===== config.mk =====
export PLATFORM = sky130hd
export DESIGN_NAME = alu
export DESIGN_NICKNAME = d
export VERILOG_FILES = /design/src/rtl/alu_pkg.sv /design/src/rtl/alu_shifter.sv /design/src/rtl/alu.sv
export SDC_FILE = /design/constraint.sdc
export NUM_CORES = 1
export LEC_CHECK = 0
export CORE_UTILIZATION = 54
export DETAILED_ROUTE_END_ITERATION = 10
export PLACE_DENSITY = 0.83
export SETUP_SLACK_MARGIN = 0.4
export SYNTH_ARGS = -nofsm -noshare
export SYNTH_HDL_FRONTEND = slang
export SYNTH_HIERARCHICAL = 1
export SYNTH_SLANG_ARGS = --single-unit
export TNS_END_PERCENT = 50

===== constraint.sdc =====
create_clock -name clk -period 4.2 [get_ports clk]
set_clock_uncertainty 0.15 [all_clocks]
set_input_delay 0.42 -clock clk [delete_from_list [all_inputs] [get_ports clk]]
set_output_delay 0.42 -clock clk [all_outputs]
set_load 0.03 [all_outputs]

===== src/rtl/alu_pkg.sv =====
// alu_pkg: shared operation encodings and datapath width for the alu
package alu_pkg;
  localparam int XLEN = 32;
  typedef enum logic [3:0] {
    ALU_ADD   = 4'd0,
    ALU_SUB   = 4'd1,
    ALU_SLL   = 4'd2,
    ALU_SLT   = 4'd3,
    ALU_SLTU  = 4'd4,
    ALU_XOR   = 4'd5,
    ALU_SRL   = 4'd6,
    ALU_SRA   = 4'd7,
    ALU_OR    = 4'd8,
    ALU_AND   = 4'd9,
    ALU_LUI   = 4'd10,
    ALU_AUIPC = 4'd11
  } alu_op_e;
endpackage


===== src/rtl/alu_shifter.sv =====
// alu_shifter: sll/srl/sra barrel shifter selected by alu_op
module alu_shifter #(
  parameter int XLEN = 32
) (
  input  logic [XLEN-1:0]         a,
  input  logic [$clog2(XLEN)-1:0] shamt,
  input  logic [3:0]              alu_op,
  output logic [XLEN-1:0]         y
);
  import alu_pkg::*;
  logic signed [XLEN-1:0] sra;
  assign sra = $signed(a) >>> shamt;
  always_comb y = alu_op == ALU_SLL ? a << shamt : alu_op == ALU_SRA ? sra : a >> shamt;
endmodule


===== src/rtl/alu.sv =====
// alu: combinational integer alu with a registered result/zero stage
module alu #(
  parameter int XLEN = 32
) (
  input  logic            clk,
  input  logic            rst,
  input  logic [XLEN-1:0] operand_a,
  input  logic [XLEN-1:0] operand_b,
  input  logic [3:0]      alu_op,
  output logic [XLEN-1:0] result,
  output logic            zero,
  output logic [XLEN-1:0] result_q,
  output logic            zero_q
);
  import alu_pkg::*;
  localparam int SW = $clog2(XLEN);
  logic [XLEN-1:0] sum, diff, shifted;
  logic slt, sltu;
  assign sum  = operand_a + operand_b;
  assign diff = operand_a - operand_b;
  assign slt  = $signed(operand_a) < $signed(operand_b);
  assign sltu = operand_a < operand_b;
  alu_shifter #(.XLEN(XLEN)) u_shifter (
    .a      (operand_a),
    .shamt  (operand_b[SW-1:0]),
    .alu_op (alu_op),
    .y      (shifted)
  );
  always_comb begin
    case (alu_op)
      ALU_ADD, ALU_AUIPC:        result = sum;
      ALU_SUB:                   result = diff;
      ALU_SLL, ALU_SRL, ALU_SRA: result = shifted;
      ALU_SLT:                   result = XLEN'(slt);
      ALU_SLTU:                  result = XLEN'(sltu);
      ALU_XOR:                   result = operand_a ^ operand_b;
      ALU_OR:                    result = operand_a | operand_b;
      ALU_AND:                   result = operand_a & operand_b;
      ALU_LUI:                   result = operand_b;
      default:                   result = '0;
    endcase
  end
  assign zero = result == '0;
  always_ff @(posedge clk) begin
    if (rst) begin
      result_q <= '0;
      zero_q   <= 1'b1;
    end else begin
      result_q <= result;
      zero_q   <= zero;
    end
  end
endmodule


==> reports/results.tsv, run 1 <==
stage	metric	value	unit
outcome	outcome	did not finish	
outcome	failing_step	global routing (5_1_grt)	
outcome	error_line	[ERROR GRT-0116] Global routing finished with congestion. Check the congestion regions in the DRC Viewer.	
synth	synth_area_leaders	sky130_fd_sc_hd__ha_1, sky130_fd_sc_hd__mux4_2, sky130_fd_sc_hd__dfxtp_1	
synth	post_synth_fa_ha_maj_area_fraction	11.0	%
global_route	first_global_vias	24600	
synth	synth_xor_area_share	0.544	%
synth	synthMuxAreaShare	16.8	%
floorplan	ios	136	
placement	dpl.cell_count	2458	
synth	syn-instance-count	1572	
synth	synth_sequential_area_ratio	5.86	%
floorplan	die_height	147	um
synth	synth.top_cell.area_share	10.6	%
cts	htreeDepth	2	
global_route	pin_count_of_the_biggest_net_entering_global_routing	51	
placement	place_worst_setup_slack	-1.07	ns
floorplan	std_cell_rows	52	
synth	yosys_register_bits	33	
synth	synth.net_count	1740	
synth	synthesis.area	11300	um^2
synth	synth-async-reset-ratio	0	%
synth	synthSimpleGateAreaFrac	23.1	%
floorplan	starting_density_of_the_core	55.4	%
cts	cts_max_path_buffers	2	
synth	dominantRegCellSynth	sky130_fd_sc_hd__dfxtp_1	
placement	place.detailed.hpwl	49600	um
floorplan	die_width	147	um
synth	most_repeated_cell_in_the_gate_level_netlist_after_synthesis	sky130_fd_sc_hd__nor2_1	
synth	dominant_cell_type_by_area_after_synthesis	sky130_fd_sc_hd__ha_1	
synth	ys_types	94	
synth	synth_edf_count	0	
global_route	grt_util_all_layers	99.8	%
global_route	first_pass_grt_wire_length	165000	um
placement	globalplace.congestion	1.29	
synth	main_combinational_cell_family_by_area_after_synthesis	compound AO/OA/AOI/OAI gates	
synth	synth.yosys.warnings	6	
global_route	globalRoute.totalOverflow	1308	
cts	cts_buf_count	5	
cts	cts.sinks	33	
synth	share_of_the_synthesized_area_in_compound_gates_ao_oa_aoi_oai	34.0	%
cts	clockRootBuffer	sky130_fd_sc_hd__clkbuf_16	
placement	port_buffers	135	
synth	synth_area_per_cell	7.18	um^2
synth	ys_top_cells_by_count	sky130_fd_sc_hd__nor2_1, sky130_fd_sc_hd__nand2_1, sky130_fd_sc_hd__inv_1, sky130_fd_sc_hd__a21oi_1, sky130_fd_sc_hd__ha_1	
==> layer usage <==
layer / global-route usage, % / overflow
met3: 86.9 / 37
met4: 107 / 319
met5: 72.0 / 5
met1: 91.9 / 46
met2: 119 / 901
==> metrics by stage <==
step | instance area [um^2] | TNS [ns] | utilization, %
floorplan | 11300 | -0.0440 | -
global placement | 17000 | -10.38 | 83.4
detailed placement | 17000 | -14.50 | 83.4
CTS | 18700 | -0.756 | 91.9
==> kinds of logic after synthesis <==
| group | Yosys count |
|---|---|
| mux | 116 |
| buf+inv | 240 |
| flops | 33 |
| compound gates | 541 |
| simple gates | 537 |
| fa+ha+maj | 98 |
| xor+xnor | 7 |
==> repair_timing <==
item	CTS
endpoints found under the setup margin	42
resized for setup	484
gates cloned	2
buffers inserted	43
pin swaps	99
hold buffers	0
==> run 2: changes to the inputs <==
--- a/config.mk
+++ b/config.mk
@@ -5,10 +5,9 @@
 export SDC_FILE = /design/constraint.sdc
 export NUM_CORES = 1
 export LEC_CHECK = 0
-export CORE_UTILIZATION = 54
+export CORE_UTILIZATION = 40
 export DETAILED_ROUTE_END_ITERATION = 10
-export PLACE_DENSITY = 0.83
-export SETUP_SLACK_MARGIN = 0.4
+export PLACE_DENSITY_LB_ADDON = 0.15
 export SYNTH_ARGS = -nofsm -noshare
 export SYNTH_HDL_FRONTEND = slang
 export SYNTH_HIERARCHICAL = 1
==> constraint.sdc (replaced) <==
create_clock -name clk -period 5.5 [get_ports clk]
set_clock_uncertainty 0.15 [all_clocks]
set_input_delay 0.55 -clock clk [delete_from_list [all_inputs] [get_ports clk]]
set_output_delay 0.55 -clock clk [all_outputs]
set_load 0.03 [all_outputs]
==> run 2 against run 1 <==
  * Synthesized area unchanged
  * The flow now finishes without violations
  * Synthesized cell count unchanged
==> reports/results.tsv, run 2 <==
stage	metric	value	unit
outcome	outcome	finished clean	
cts	cts_buf_count	5	
synth	yosys_register_bits	33	
sta	period_needed	5.44	ns
synth	most_repeated_cell_in_the_gate_level_netlist_after_synthesis	sky130_fd_sc_hd__nor2_1	
global_route	pin_count_of_the_biggest_net_entering_global_routing	40	
worst_hold_path	worstHoldPathType	in -> reg	
sta	timing.final.hold_violations	0	
final_layout	fill_cells	2798	
worst_setup_path	critPathBufInv	3	
synth	synth-async-reset-ratio	0	%
floorplan	starting_density_of_the_core	40.6	%
synth	synth_area_leaders	sky130_fd_sc_hd__ha_1, sky130_fd_sc_hd__mux4_2, sky130_fd_sc_hd__dfxtp_1	
cts	tritoncts	yes	
worst_hold_path	hold_path_end	result_q[5]	
worst_hold_path	min-delay-start	alu_op[0]	
final_layout	layout_commonest_cell	sky130_fd_sc_hd__buf_4	
sta	rsz_0062_raised_after_global_routing	true	
drt	vias	14700	
final_layout	diode_insertion_count_for_antenna_repair	0	
synth	synth_edf_count	0	
floorplan	std_cell_rows	61	
worst_setup_path	crit_path_frequent_cell	sky130_fd_sc_hd__buf_4	
synth	ys_top_cells_by_count	sky130_fd_sc_hd__nor2_1, sky130_fd_sc_hd__nand2_1, sky130_fd_sc_hd__inv_1, sky130_fd_sc_hd__a21oi_1, sky130_fd_sc_hd__ha_1	
placement	place.detailed.hpwl	47100	um
final_layout	final_cell_area	14900	um^2
worst_setup_path	critical_path.slowest_cell	sky130_fd_sc_hd__mux4_1	
cts	cts.sinks	33	
synth	synth.top_cell.area_share	10.6	%
sta	final.setup.tns	0	ns
placement	dpl_cell_area	14700	um^2
floorplan	design.core.area	27800	um^2
sta	achievable-frequency	184	MHz
sta	finalCritPeriodShare	98.9	%
sta	final.setup.worst_slack	0.0596	ns
job	drv_cap	0	
synth	syn-instance-count	1572	
worst_setup_path	cp_max_fo	4	
worst_setup_path	type_of_element_capturing_the_critical_path	primary output	
synth	synthesis.area	11300	um^2
final_layout	utilization	53.8	%
sta	final-setup-viol-count	0	
global_route	globalRoute.totalOverflow	0	
final_layout	registers.top_by_ff_count	result_q	
drt	vias_per_cell	6.56	
worst_setup_path	critical_path_depth	16	
sta	worst-slew-pin-transition	1.14	ns
final_layout	layout-drive-gt1-share	22.3	%
drt	detail-route-antenna-nets	0	
worst_setup_path	criticalPathCategory	in -> out	
synth	synth.yosys.warnings	6	
synth	dominantRegCellSynth	sky130_fd_sc_hd__dfxtp_1	
placement	globalplace.congestion	1.07	
worst_setup_path	critical_path_data_required_time	4.80	ns
pwr	worst_ir_drop_vdd	142	uV
final_layout	largest_register_ffs	32	
drt	avgRoutedWirePerCell	25.9	um
cts	cts_max_path_buffers	2	
worst_setup_path	cp_data_arrival_time	4.74	ns
drt	post-route-drc-count	0	
worst_setup_path	critical_path.top_delay_family	compound AO/OA/AOI/OAI gates	
floorplan	fp.dieArea	28900	um^2
synth	synth.net_count	1740	
drt	firstDrtPassIters	6	
sta	max_slew_margin	24.0	%
global_route	first_pass_grt_wire_length	86400	um
worst_setup_path	startpoint_type	primary input	
synth	synth_sequential_area_ratio	5.86	%
placement	port_buffers	135	
sta	slew_violations	0	
worst_setup_path	cpPeakStageDelay	0.56	ns
final_layout	final_net_count	2035	
cts	cts_setup_buffers	0	
cts	clockRootBuffer	sky130_fd_sc_hd__clkbuf_16	
worst_setup_path	path_cells	clkdlybuf4s50_1 -> mux4_1 -> mux2_2 -> a2bb2oi_1 -> o221ai_1 -> a211o_1 -> a222oi_1 -> buf_4 -> nand3_1 -> a31o_1 -> o32a_1 -> nor4_1 -> nand4b_1 -> nor4_4 -> and4_1 -> buf_4	
drt	overall_routed_net_length	58100	um
final_layout	area_growth	32.5	%
placement	place_worst_setup_slack	-0.0554	ns
final_layout	final_cell_mix	sky130_fd_sc_hd__buf_4, sky130_fd_sc_hd__nor2_1, sky130_fd_sc_hd__nand2_1	
final_layout	biggestRegsByFlops	result_q (32), zero_q (1)	
cts	htreeDepth	2	
synth	synth_area_per_cell	7.18	um^2
global_route	first_global_vias	13700	
floorplan	die_width	170	um
synth	dominant_cell_type_by_area_after_synthesis	sky130_fd_sc_hd__ha_1	
synth	ys_types	94	
floorplan	die_height	170	um
pwr	power.leakage	6.54	nW
drt	detailedRoute.firstIterationViolations	2306	
global_route	antenna_found_initial	1	
global_route	grt_util_all_layers	39.5	%
worst_hold_path	timing.hold.worst_path_depth	7	
floorplan	ios	136	
pwr	power_per_unit_of_standard_cell_area	157	nW/um^2
cts	cts.clk_slew.worst_paths	0.05	ns
-- run 2: per-layer routing --
layer / vias up / wire length [um] / global-route usage [%]
met5: - / 0 / 0
met4: 0 / 2110 / 12.3
met3: 111 / 5710 / 6.86
met2: 890 / 25000 / 60.4
met1: 7151 / 25300 / 56.0
li1: 6586 / - / -
-- run 2: cell type report --
type                    instances  area, um^2  area share [%]
repair buffers                406        3440            23.0
inverters                     122         458            3.07
clock buffers                   7         153            1.02
well taps                     378         473            3.17
clock inverters                 1        5.00          0.0335
multi-input cells            1299        9750            65.2
flip-flops and latches         33         661            4.42
-- run 2: how the worst max path moves through the flow --
stage | from | endpoint
finish | operand_a[31] | zero
floorplan | operand_b[0] | zero
global placement | operand_a[14] | zero
CTS | operand_a[12] | zero
detailed placement | operand_a[10] | zero
global route | operand_a[17] | result[28]
-- run 2: through the flow --
stage	total power [mW]	hold slack, ns	std cells
3_5_place_dp	1.98	1.25	2238
2_1_floorplan	1.20	0.666	1572
5_1_grt	2.46	1.06	2246
6_report	2.35	1.06	2246
4_1_cts	2.30	1.01	2246
3_3_place_gp	1.99	1.25	2238
-- run 2: where the power goes --
group / internal, mW / switching [mW] / total [mW]
logic: 0.732 / 1.05 / 1.78
clock network: 0.192 / 0.106 / 0.298
registers: 0.265 / 0.00591 / 0.270
total: 1.19 / 1.16 / 2.35
-- run 2: repair_timing --
item | CTS | global route
setup endpoints to repair | 1 | 4
pin swaps | 2 | 7
resized for setup | 3 | 31
hold buffers | 0 | 0
cloned | 0 | 0
-- run 2: logic make-up after synthesis --
kind of cell | count (synthesis) | synth area share, %
fa+ha+maj | 98 | 11.0
flops | 33 | 5.86
compound gates | 541 | 34.0
xor+xnor | 7 | 0.544
simple gates | 537 | 23.1
buf+inv | 240 | 8.69
mux | 116 | 16.8
(Power assumes the default switching activity.)
==> run 3: changes to the inputs <==
--- a/config.mk
+++ b/config.mk
@@ -6,6 +6,7 @@
 export NUM_CORES = 1
 export LEC_CHECK = 0
 export CORE_UTILIZATION = 40
+export CTS_BUF_LIST = sky130_fd_sc_hd__clkbuf_4 sky130_fd_sc_hd__clkbuf_8 sky130_fd_sc_hd__clkbuf_16
 export DETAILED_ROUTE_END_ITERATION = 10
 export PLACE_DENSITY_LB_ADDON = 0.15
 export SYNTH_ARGS = -nofsm -noshare
==> results of run 3 <==
Same layout as run 2: the final DEF is identical, and so are final timing and power.
==> run 4: changes to the inputs <==
--- a/config.mk
+++ b/config.mk
@@ -8,7 +8,9 @@
 export CORE_UTILIZATION = 40
 export CTS_BUF_LIST = sky130_fd_sc_hd__clkbuf_4 sky130_fd_sc_hd__clkbuf_8 sky130_fd_sc_hd__clkbuf_16
 export DETAILED_ROUTE_END_ITERATION = 10
+export GPL_ROUTABILITY_DRIVEN = 0
 export PLACE_DENSITY_LB_ADDON = 0.15
+export SLEW_MARGIN = 20
 export SYNTH_ARGS = -nofsm -noshare
 export SYNTH_HDL_FRONTEND = slang
 export SYNTH_HIERARCHICAL = 1
==> run 4 against run 3 <==
  * Die area unchanged
  * Worst setup slack improved by 0.031 ns
  * Sequential power is essentially flat
  * Critical endpoint unchanged
  * Highest routed layer unchanged
==> reports/results.tsv, run 4 (synthesis results as in run 2) <==
stage	metric	value	unit
drt	detailedRoute.firstIterationViolations	2461	
sta	period_needed	5.41	ns
cts	cts.sinks	33	
final_layout	fill_cells	2717	
pwr	fin_total_pwr	2.26	mW
drt	vias_per_cell	6.75	
floorplan	die_height	170	um
placement	place.detailed.hpwl	42800	um
final_layout	final_net_count	1977	
global_route	first_pass_grt_wire_length	80100	um
cts	cts.clk_slew.worst_paths	0.05	ns
floorplan	fp.dieArea	28900	um^2
cts	cts_max_path_buffers	2	
drt	overall_routed_net_length	53700	um
cts	tritoncts	yes	
final_layout	layout_commonest_cell	sky130_fd_sc_hd__buf_4	
worst_setup_path	path_cells	clkdlybuf4s50_1 -> or4b_2 -> buf_4 -> nand2_1 -> o21ai_0 -> o32a_1 -> a222oi_1 -> o21ai_2 -> nor3_1 -> nand4b_1 -> nor4_4 -> and4_1 -> buf_6	
final_layout	layout-drive-gt1-share	20.6	%
global_route	antenna_found_initial	0	
final_layout	biggestRegsByFlops	result_q (32), zero_q (1)	
worst_setup_path	cpPeakStageDelay	0.75	ns
worst_setup_path	criticalPathCategory	in -> out	
sta	timing.final.hold_violations	0	
final_layout	diode_insertion_count_for_antenna_repair	0	
worst_setup_path	crit_path_capture	zero	
floorplan	die_width	170	um
worst_setup_path	cp_data_arrival_time	4.71	ns
floorplan	ios	136	
drt	post-route-drc-count	0	
sta	worst-slew-pin-transition	1.15	ns
pwr	worst_ir_drop_vdd	163	uV
pwr	power_per_unit_of_standard_cell_area	154	nW/um^2
sta	slew_violations	0	
final_layout	registers.top_by_ff_count	result_q	
job	drv_cap	0	
drt	detail-route-antenna-nets	0	
sta	finalCritPeriodShare	98.4	%
floorplan	std_cell_rows	61	
drt	firstDrtPassIters	6	
drt	vias	14800	
placement	port_buffers	135	
global_route	globalRoute.totalOverflow	0	
floorplan	design.core.area	27800	um^2
worst_setup_path	cp-startpoint	alu_op[3]	
floorplan	starting_density_of_the_core	40.6	%
worst_setup_path	critical_path_data_required_time	4.80	ns
final_layout	final_cell_area	14600	um^2
outcome	outcome	finished clean	
cts	htreeDepth	2	
sta	final-setup-viol-count	0	
global_route	first_global_vias	13200	
placement	dpl_cell_area	14200	um^2
sta	max_slew_margin	23.1	%
drt	avgRoutedWirePerCell	24.5	um
worst_setup_path	type_of_element_capturing_the_critical_path	primary output	
pwr	power.leakage	6.31	nW
cts	cts_buf_count	5	
worst_setup_path	cp_max_fo	15	
placement	dpl.cell_count	2178	
global_route	pin_count_of_the_biggest_net_entering_global_routing	53	
cts	clockRootBuffer	sky130_fd_sc_hd__clkbuf_16	
worst_setup_path	critical_path.slowest_cell	sky130_fd_sc_hd__or4b_2	
sta	fin_hold_ws	1.04	ns
final_layout	final_cell_mix	sky130_fd_sc_hd__buf_4, sky130_fd_sc_hd__nor2_1, sky130_fd_sc_hd__nand2_1	
sta	achievable-frequency	185	MHz
worst_setup_path	startpoint_type	primary input	
worst_hold_path	worstHoldPathType	in -> reg	
global_route	grt_util_all_layers	36.1	%
final_layout	largest_register_ffs	32	
final_layout	final_cell_count_no_fill	2188	
final_layout	area_growth	29.7	%
run 4: cell count changes in the layout (fill, tap and decap cells not counted), moves of 2 or more:
cell,before,now
sky130_fd_sc_hd__nor4_1,18,16
sky130_fd_sc_hd__clkbuf_8,2,0
sky130_fd_sc_hd__mux2i_4,0,2
sky130_fd_sc_hd__dlymetal6s2s_1,8,12
sky130_fd_sc_hd__buf_12,8,10
sky130_fd_sc_hd__a211oi_1,19,17
sky130_fd_sc_hd__ha_1,95,93
sky130_fd_sc_hd__ha_2,1,3
sky130_fd_sc_hd__nor3_1,46,43
sky130_fd_sc_hd__clkdlybuf4s50_1,103,100
sky130_fd_sc_hd__buf_4,282,221
sky130_fd_sc_hd__nor3_2,2,5
sky130_fd_sc_hd__a211oi_2,0,2
sky130_fd_sc_hd__nor4_2,1,3
run 4: report_power, final:
group / leakage (nW) / internal (mW) / total, mW / switching [mW]
registers: 0.273 / 0.265 / 0.271 / 0.00648
logic: 5.97 / 0.695 / 1.71 / 1.02
clock network: 0.0740 / 0.171 / 0.273 / 0.102
run 4: per-stage QoR:
step           setup TNS, ns  utilization, %  setup slack (ns)
3_3_place_gp         -0.0992            51.3           -0.0992
5_1_grt              -0.0324            52.7           -0.0324
4_1_cts                    0            51.8           0.00550
2_1_floorplan              0               -             0.717
3_5_place_dp          -0.113            51.3            -0.113
6_report                   0            52.7            0.0906
run 4: per-layer routing:
metal / GRT usage [%] / vias to the layer above / wire length, um
li1: - / 6478 / -
met1: 50.5 / 6965 / 22000
met2: 53.1 / 1156 / 22300
met3: 9.07 / 165 / 7010
met4: 13.0 / 0 / 2310
met5: 0 / - / 0
run 4: worst min-delay path by stage:
stage,end,depth (start not counted),slack [ns],from
3_5_place_dp,result_q[21],1,1.25,result_q[21]
4_1_cts,result_q[2],5,1.03,operand_b[2]
6_report,result_q[5],5,1.04,operand_b[5]
3_3_place_gp,result_q[30],1,1.25,result_q[30]
2_1_floorplan,result_q[6],4,0.67,operand_b[6]
5_1_grt,result_q[2],5,1.09,operand_b[2]
run 4: critical path: cells and delay by family:
| kind | cells | cell delay, ns |
|---|---|---|
| simple gates | 6 | 1.91 |
| compound gates | 4 | 1.36 |
| buf+inv | 3 | 0.87 |
run 4: final cells by class:
| type | instances | area, um^2 | area share, % |
|---|---|---|---|
| timing repair buffer | 348 | 3050 | 20.8 |
| multi-input combinational | 1299 | 9850 | 67.3 |
| inverter | 122 | 458 | 3.13 |
| sequential | 33 | 661 | 4.52 |
| clock buffer | 6 | 133 | 0.907 |
| tap | 378 | 473 | 3.23 |
| clock inverter | 2 | 10.0 | 0.0684 |
run 4: what timing repair did:
item                                    in CTS  in global routing
gates resized for setup                      1                 55
buffers inserted                             0                  2
endpoints found under the setup margin       1                  6
hold buffers                                 0                  0
pin swaps                                    0                 11
